[src/rtl/tick_pkg.sv]
// Shared constants for the cascaded decade tick generator.
// Holds the default divider shape, the system clock rate and the stage-width helper.
package tick_pkg;

    localparam int BASE_DIV_DEFAULT = 10;
    localparam int STAGES_DEFAULT   = 8;
    localparam int CLK_HZ           = 100_000_000;

    // A stage needs at least one bit, even when the divisor is 2.
    function automatic int count_width(input int n);
        int w;
        w = $clog2(n);
        return (w < 1) ? 1 : w;
    endfunction

endpackage

[src/rtl/mod_n_stage.sv]
// One modulo-N counter stage of the tick chain.
// carry_out is combinational so the whole chain wraps in a single cycle.
module mod_n_stage
    import tick_pkg::*;
#(
    parameter int  N = BASE_DIV_DEFAULT,
    localparam int W = count_width(N)
)
(
    input  logic         clock,
    input  logic         clear,
    input  logic         restart,
    input  logic         carry_in,
    output logic [W-1:0] count,
    output logic         carry_out,
    output logic         tick
);

    localparam logic [W-1:0] LAST = W'(N - 1);

    logic [W-1:0] count_reg;
    logic [W-1:0] count_next;
    logic         tick_reg;
    logic         tick_next;
    logic         wrap;

    // >= rather than == so an out-of-range value can never stick.
    assign wrap = carry_in && (count_reg >= LAST);

    always_comb begin
        count_next = count_reg;
        tick_next  = 1'b0;
        if (restart) begin
            count_next = '0;
        end else if (carry_in) begin
            if (wrap) begin
                count_next = '0;
                tick_next  = 1'b1;
            end else begin
                count_next = count_reg + 1'b1;
            end
        end
    end

    always_ff @(posedge clock or negedge clear) begin
        if (!clear) begin
            count_reg <= '0;
            tick_reg  <= 1'b0;
        end else begin
            count_reg <= count_next;
            tick_reg  <= tick_next;
        end
    end

    assign count     = count_reg;
    assign carry_out = wrap;
    assign tick      = tick_reg;

endmodule

[src/rtl/decade_tick_gen.sv]
// Cascade of STAGES modulo-BASE_DIV counters producing per-stage wrap ticks,
// the packed digit vector and a square wave of period BASE_DIV**STAGES.
module decade_tick_gen
    import tick_pkg::*;
#(
    parameter int  STAGES   = STAGES_DEFAULT,
    parameter int  BASE_DIV = BASE_DIV_DEFAULT,
    localparam int W        = count_width(BASE_DIV)
)
(
    input  logic                  clock,
    input  logic                  clear,
    input  logic                  enable,
    input  logic                  restart,
    output logic [STAGES-1:0]     tick,
    output logic [STAGES*W-1:0]   digits,
    output logic                  square_out
);

    localparam logic [W-1:0] HALF = W'(BASE_DIV / 2);

    generate
        if (STAGES < 1 || STAGES > 16) begin : g_bad_stages
            $error("decade_tick_gen: STAGES must be 1..16");
        end
        if (BASE_DIV < 2 || BASE_DIV > 16) begin : g_bad_base
            $error("decade_tick_gen: BASE_DIV must be 2..16");
        end
    endgenerate

    // carry[k] is the carry-in of stage k; carry[STAGES] is the top wrap.
    logic [STAGES:0] carry;
    assign carry[0] = enable;

    generate
        for (genvar gi = 0; gi < STAGES; gi++) begin : g_stage
            mod_n_stage #(
                .N (BASE_DIV)
            ) u_stage (
                .clock     (clock),
                .clear     (clear),
                .restart   (restart),
                .carry_in  (carry[gi]),
                .count     (digits[gi*W +: W]),
                .carry_out (carry[gi+1]),
                .tick      (tick[gi])
            );
        end
    endgenerate

    logic [W-1:0] top_count;
    logic [W-1:0] top_next;
    logic         square_reg;
    logic         square_next;

    assign top_count = digits[(STAGES-1)*W +: W];

    // Square wave tracks the top digit's value after this edge, not before it.
    always_comb begin
        top_next = top_count;
        if (carry[STAGES-1]) begin
            top_next = carry[STAGES] ? '0 : top_count + 1'b1;
        end
        square_next = !restart && (top_next >= HALF);
    end

    always_ff @(posedge clock or negedge clear) begin
        if (!clear) begin
            square_reg <= 1'b0;
        end else begin
            square_reg <= square_next;
        end
    end

    assign square_out = square_reg;

endmodule
[config.mk]
export PLATFORM = sky130hd
export DESIGN_NAME = decade_tick_gen
export DESIGN_NICKNAME = d
export VERILOG_FILES = /design/src/rtl/tick_pkg.sv /design/src/rtl/mod_n_stage.sv /design/src/rtl/decade_tick_gen.sv
export SDC_FILE = /design/constraint.sdc
export NUM_CORES = 1
export LEC_CHECK = 0
export ABC_CLOCK_PERIOD_IN_PS = 3000
export CAP_MARGIN = 0
export CORE_UTILIZATION = 45
export DETAILED_ROUTE_END_ITERATION = 10
export PLACE_DENSITY = 0.71
export SYNTH_ARGS = -nofsm -noshare
export SYNTH_HDL_FRONTEND = slang
export SYNTH_SLANG_ARGS = --single-unit
[constraint.sdc]
create_clock -name clock -period 3 [get_ports clock]
set_input_delay 0.6 -clock clock [delete_from_list [all_inputs] [get_ports clock]]
set_output_delay 0.6 -clock clock [all_outputs]
set_load 0.02 [all_outputs]
* Yosys cells after proc, flatten, opt, wreduce, memory -nomap -nowiden
Cells that the tools add are included.
** Storage, ports and cells
- Register bits :: 41
- Input port bits :: 4
- Word-level logic and storage cells :: 99
** Operators by class
- Add/sub/neg operators :: 8
- Magnitude comparators :: 9
- Multiplexer cells :: 48
- Reduce and logical (&&, ||, !) cells :: 17
** Operator list (number)
- two-way mux 4 bit :: 24
- adder 4 x 1 -> 4 bit, second input constant :: 8
- >= comparator 4 bit, second input constant :: 8
- two-way mux 1 bit :: 24
- nonzero test 2 bit :: 7
- logical AND 1 bit :: 9
- >= comparator 4 x 3 -> 1 bit, second input constant :: 1
- logical NOT 1 bit :: 1

* Depth between registers and ports, before layout
- Depth after elaboration :: 13
- Gate-level depth with buffers :: 10
- Depth with buffers taken out :: 8

* Hierarchy
Synthesis repeated with hierarchy kept, for this count alone.
** Unflattened totals
- Cell total of the unflattened synthesis :: 205
- Area, all modules :: 2362.3 um2
** Modules (own cells, without submodules)
- mod_n_stage :: instances 8, cells an instance 24, area an instance 282.8 um2, seq. area each 125.1 um2
- decade_tick_gen :: instances 1, cells an instance 13, area an instance 100.1 um2, seq. area each 25.0 um2

* Worst setup path after synthesis
OpenSTA, ideal clock, no wires.
- Path kind :: register to register
- From :: register g_stage[0].u_stage.count_reg[0]
- To :: register g_stage[6].u_stage.count_reg[2]
- Arrival :: 2267 ps
- Data required time :: 2863 ps
- Slack :: 596 ps
- Cell stages (with the launch flop) :: 11
- Buffers on the path :: 2
- Clock period less this slack :: 2404 ps
- Cells stage by stage :: dfrtp_1 inv_1 ha_1 nor3b_1 nand4bb_1 buf_2 or3_1 buf_6 or2_2 o21ai_1 a21oi_1
** On the way
- Cells in the longest elaborated chain, start to end :: 11
** Ends and longest elaborated chain
- from (decl) :: RTL line mod_n_stage.sv:21 : logic [W-1:0] count_reg;
- from (signal assigned) :: RTL line mod_n_stage.sv:50 : count_reg <= count_next;
- >= comparator 4 bit (*) :: RTL line mod_n_stage.sv:28 : assign wrap = carry_in && (count_reg >= LAST);
- logical AND 1 bit (*) (6 in series) :: RTL line mod_n_stage.sv:28
- logical AND 1 bit :: RTL line mod_n_stage.sv:28
- two-way mux 4 bit :: RTL line mod_n_stage.sv:36 : if (wrap) begin
- two-way mux 4 bit :: RTL line mod_n_stage.sv:35 : end else if (carry_in) begin
- two-way mux 4 bit :: RTL line mod_n_stage.sv:33 : if (restart) begin
- to (signal assigned) :: RTL line mod_n_stage.sv:50
- to (decl) :: RTL line mod_n_stage.sv:21
Every way passes the cells marked *; elsewhere a longest branch is shown, timed or not. The select of a mux whose other input is x is not followed.
A chain may end at the register's enable or synchronous reset.

* Final worst setup path
- From :: input enable
- To :: register g_stage[6].u_stage.count_reg[2]
** On the way
- Cells in the longest elaborated chain, start to end :: 10
** Ends and longest elaborated chain
- from (decl) :: RTL line decade_tick_gen.sv:13 : input logic enable,
- logical AND 1 bit (*) (6 in series) :: RTL line mod_n_stage.sv:28
- logical AND 1 bit :: RTL line mod_n_stage.sv:28
- two-way mux 4 bit :: RTL line mod_n_stage.sv:36
- two-way mux 4 bit :: RTL line mod_n_stage.sv:35
- two-way mux 4 bit :: RTL line mod_n_stage.sv:33
Marked as above.

==> metrics.md <==
| Metric | Value |
|---|---|
| Final Wtd Congestion | `0.783` |
| Post-route clock skew | `~0.0045 ns` |
| Iter 0 DRT Violations | `180` |
| Cell variety after synth | `just over 40` |
| Req. time, crit path | `between 3 and 4 ns` |
| Instance count of the mapped netlist | `around 240` |
| Initial antenna violation count | `0` |
| F_max | `a little over 400 MHz` |
| Htree depth | `2` |
| Crit Path Max Fanout | `7` |
| Register area share after synthesis | `0.449` |
| Total of max-cap violations | `0` |
| Synth top area share | `0.449` |
| CTS Buf Count | `5` |
| Tot Pwr | `approximately 0.00097 W` |
| Routed vias | `between 1,500 and 2,000` |
| DR WL/cell | `between 10 and 15 µm` |
| Worst VDD drop | `0.179 mV` |
| Hpwl dp | `roughly 3300 µm` |
| Total congestion overflow | `0` |
| CTS Hold Bufs | `0` |
| Via density | `roughly 5.4` |
| Post CTS Setup Buffer Count | `0` |
| Final WL | `4620 µm` |
| CTS sink cnt | `slightly above 40` |
| Global Route Usage Sum | `0.192` |
| Layout cells sized above 1 | `0.0794` |
| Worst-case clock buffer depth | `2` |
| Largest net degree at the start of global routing | `42` |
| Class of the worst hold path | `primary input to asynchronous set/reset pin` |
| Initial Utilization | `0.474` |
| Crit Reg-Reg Startpoint | `g_stage[2].u_stage.count[0]$_DFFE_PN0P_` |
| Primary FF master, synth | `dfrtp_1` |
| Fin nets | `305` |
| Die height | `~73 µm` |
| Post-synth top area cell | `dfrtp_1` |
| Startpoint type of the worst setup path | `primary input` |
| Kind of critical path | `primary input to flop` |
| Unrepaired setup endpoints after global routing | `no` |
| EDFF count, synth | `0` |
| P_leak | `1.22 nW` |
| Ys async rst share | `1.00` |
| Area Overhead vs Synth | `24.1%` |
| PostCTS Resize Cnt | `0` |
| Post-Syn Area per Cell | `slightly below 10 µm²` |
| Commonest cells in the netlist | `dfrtp_1 (41), ha_1 (24), a21oi_1 (19)` |
| FILL cells | `about 440` |
| Post-Synthesis Net Count | `between 200 and 300` |
| Post-route ant nets | `0` |
| Vias in the first global route | `between 1,500 and 2,000` |
| Die X | `approximately 73 µm` |
| Top-count cell post-synth | `dfrtp_1` |
| Synthesized flop and latch total | `41` |
| Pwr Density | `approximately 340 nW/µm²` |
| Period utilization | `0.821` |
| Cell area after synthesis | `~2300 µm²` |
| Status | `complete, no violations` |
| Tightest Pin Transition | `just over 0.9 ns` |
| FF-to-FF setup slack | `0.64 ns` |
| Root Buffer Master | `clkbuf_8` |
| Clk slew on worst S/H paths | `~0.070 ns` |
| Critical register-to-register path endpoint | `g_stage[6].u_stage.count[2]$_DFFE_PN0P_` |
| # rows | `25` |
| Drt pass-1 iters | `4` |
| Crit end category | `flop` |
| Total I/O pin count | `45` |
| Core area | `4820 µm²` |
| Rel. slew slack | `0.392` |
| TNS Setup | `0 ns` |
| Fin. max-slew vios | `0` |
| WP data arrival | `about 2.6 ns` |
| Max FFs per register | `32` |
| Ys Warns | `0` |
| Worst skew pair latency | `about 0.28 ns` |
| Number of antenna diodes | `0` |
| Total die area | `approximately 5400 µm²` |
| CTS tree | `yes` |
| Top post-synthesis cells by area | `dfrtp_1 (45%), ha_1 (13%), a21oi_1 (4.2%)` |
| Final Critical Period | `2.46 ns` |
| Setup violations, final | `0` |
| DRC violations left | `0` |
| Final Hold Vio Count | `0` |
| Worst r2r path cells | `8` |
| First-pass GRT wire length | `roughly 8000 µm` |
| Port bufs | `44` |
[worst max-delay path, stage by stage]
cell             delay [ns]
clkdlybuf4s50_1        0.58
nand2_2                0.08
nand4bb_1              0.21
or3_1                  0.53
or2_2                  0.39
o21ai_1                0.15
a21oi_1                0.08
[how the worst max path moves through the flow]
| stage | start | endpoint | slack [ns] | depth (start not counted) |
|---|---|---|---|---|
| 2_1_floorplan | g_stage[0].u_stage.count[0]$_DFFE_PN0P_ | g_stage[6].u_stage.count[2]$_DFFE_PN0P_ | 0.60 | 10 |
| 3_3_place_gp | enable | square_out$_DFF_PN0_ | 0.28 | 7 |
| 3_5_place_dp | enable | g_stage[6].u_stage.count[2]$_DFFE_PN0P_ | 0.24 | 7 |
| 4_1_cts | enable | g_stage[6].u_stage.count[2]$_DFFE_PN0P_ | 0.54 | 7 |
| 5_1_grt | enable | square_out$_DFF_PN0_ | 0.43 | 7 |
| 6_report | enable | g_stage[6].u_stage.count[2]$_DFFE_PN0P_ | 0.54 | 7 |
[routing by layer]
metal,wire (µm),global-route usage,vias to the layer above
li1,-,-,886
met4,29,0.0479,0
met3,225,0.0370,4
met2,2190,0.325,50
met5,0,0,-
met1,2170,0.253,902
[cell families (layout without fill, tap and decap cells)]
family,count (synthesis),in the layout,share of synthesized area
AOI/OAI and AO/OA,43,43,0.113
xor gates and xnor gates,3,3,0.0115
adders and majority gates,24,24,0.131
buffers and inverters,32,74,0.0701
DFF,41,41,0.449
muxes,1,1,0.00493
and+or+nand+nor,91,91,0.220
[cells in the final DEF, fill, tap and decap left out, drive strengths merged, types with 2 or more instances in the layout]
cell type	n
a21oi	19
a31oi	2
a41oi	6
and3	3
buf	6
clkbuf	7
clkdlybuf4s50	43
dfrtp	41
ha	24
inv	18
nand2	17
nand2b	6
nand3	11
nand4	2
nand4b	5
nor2	19
nor2b	2
nor3	14
nor3b	4
o21ai	11
or2	2
or3b	2
xnor2	2
[stage by stage]
stage	cells	util	hold WS, ns	instance area (µm²)	worst slack (ns)
5_1_grt	344	0.589	0.524	2840	0.429
6_report	344	0.589	0.441	2840	0.537
4_1_cts	344	0.589	0.474	2840	0.539
3_3_place_gp	337	0.571	0.527	2750	0.281
2_1_floorplan	235	-	0.304	2280	0.596
3_5_place_dp	337	0.571	0.520	2750	0.237
[report_power, final]
group	total (W)	internal [W]	leakage (nW)	switching [W]
clock	0.000361	0.000183	0.0443	0.000179
combinational	0.0000470	0.0000162	0.603	0.0000308
sequential	0.000559	0.000555	0.572	0.00000394
[area by class of cell]
cell class | instances | area [µm²] | share of cell area
clock buffer | 7 | 86.3 | 0.0305
inverter | 18 | 67.6 | 0.0238
multi-input combinational | 162 | 1100 | 0.387
sequential | 41 | 1030 | 0.362
tap | 67 | 83.8 | 0.0296
timing repair buffer | 49 | 473 | 0.167
(Power assumes the default switching activity.)
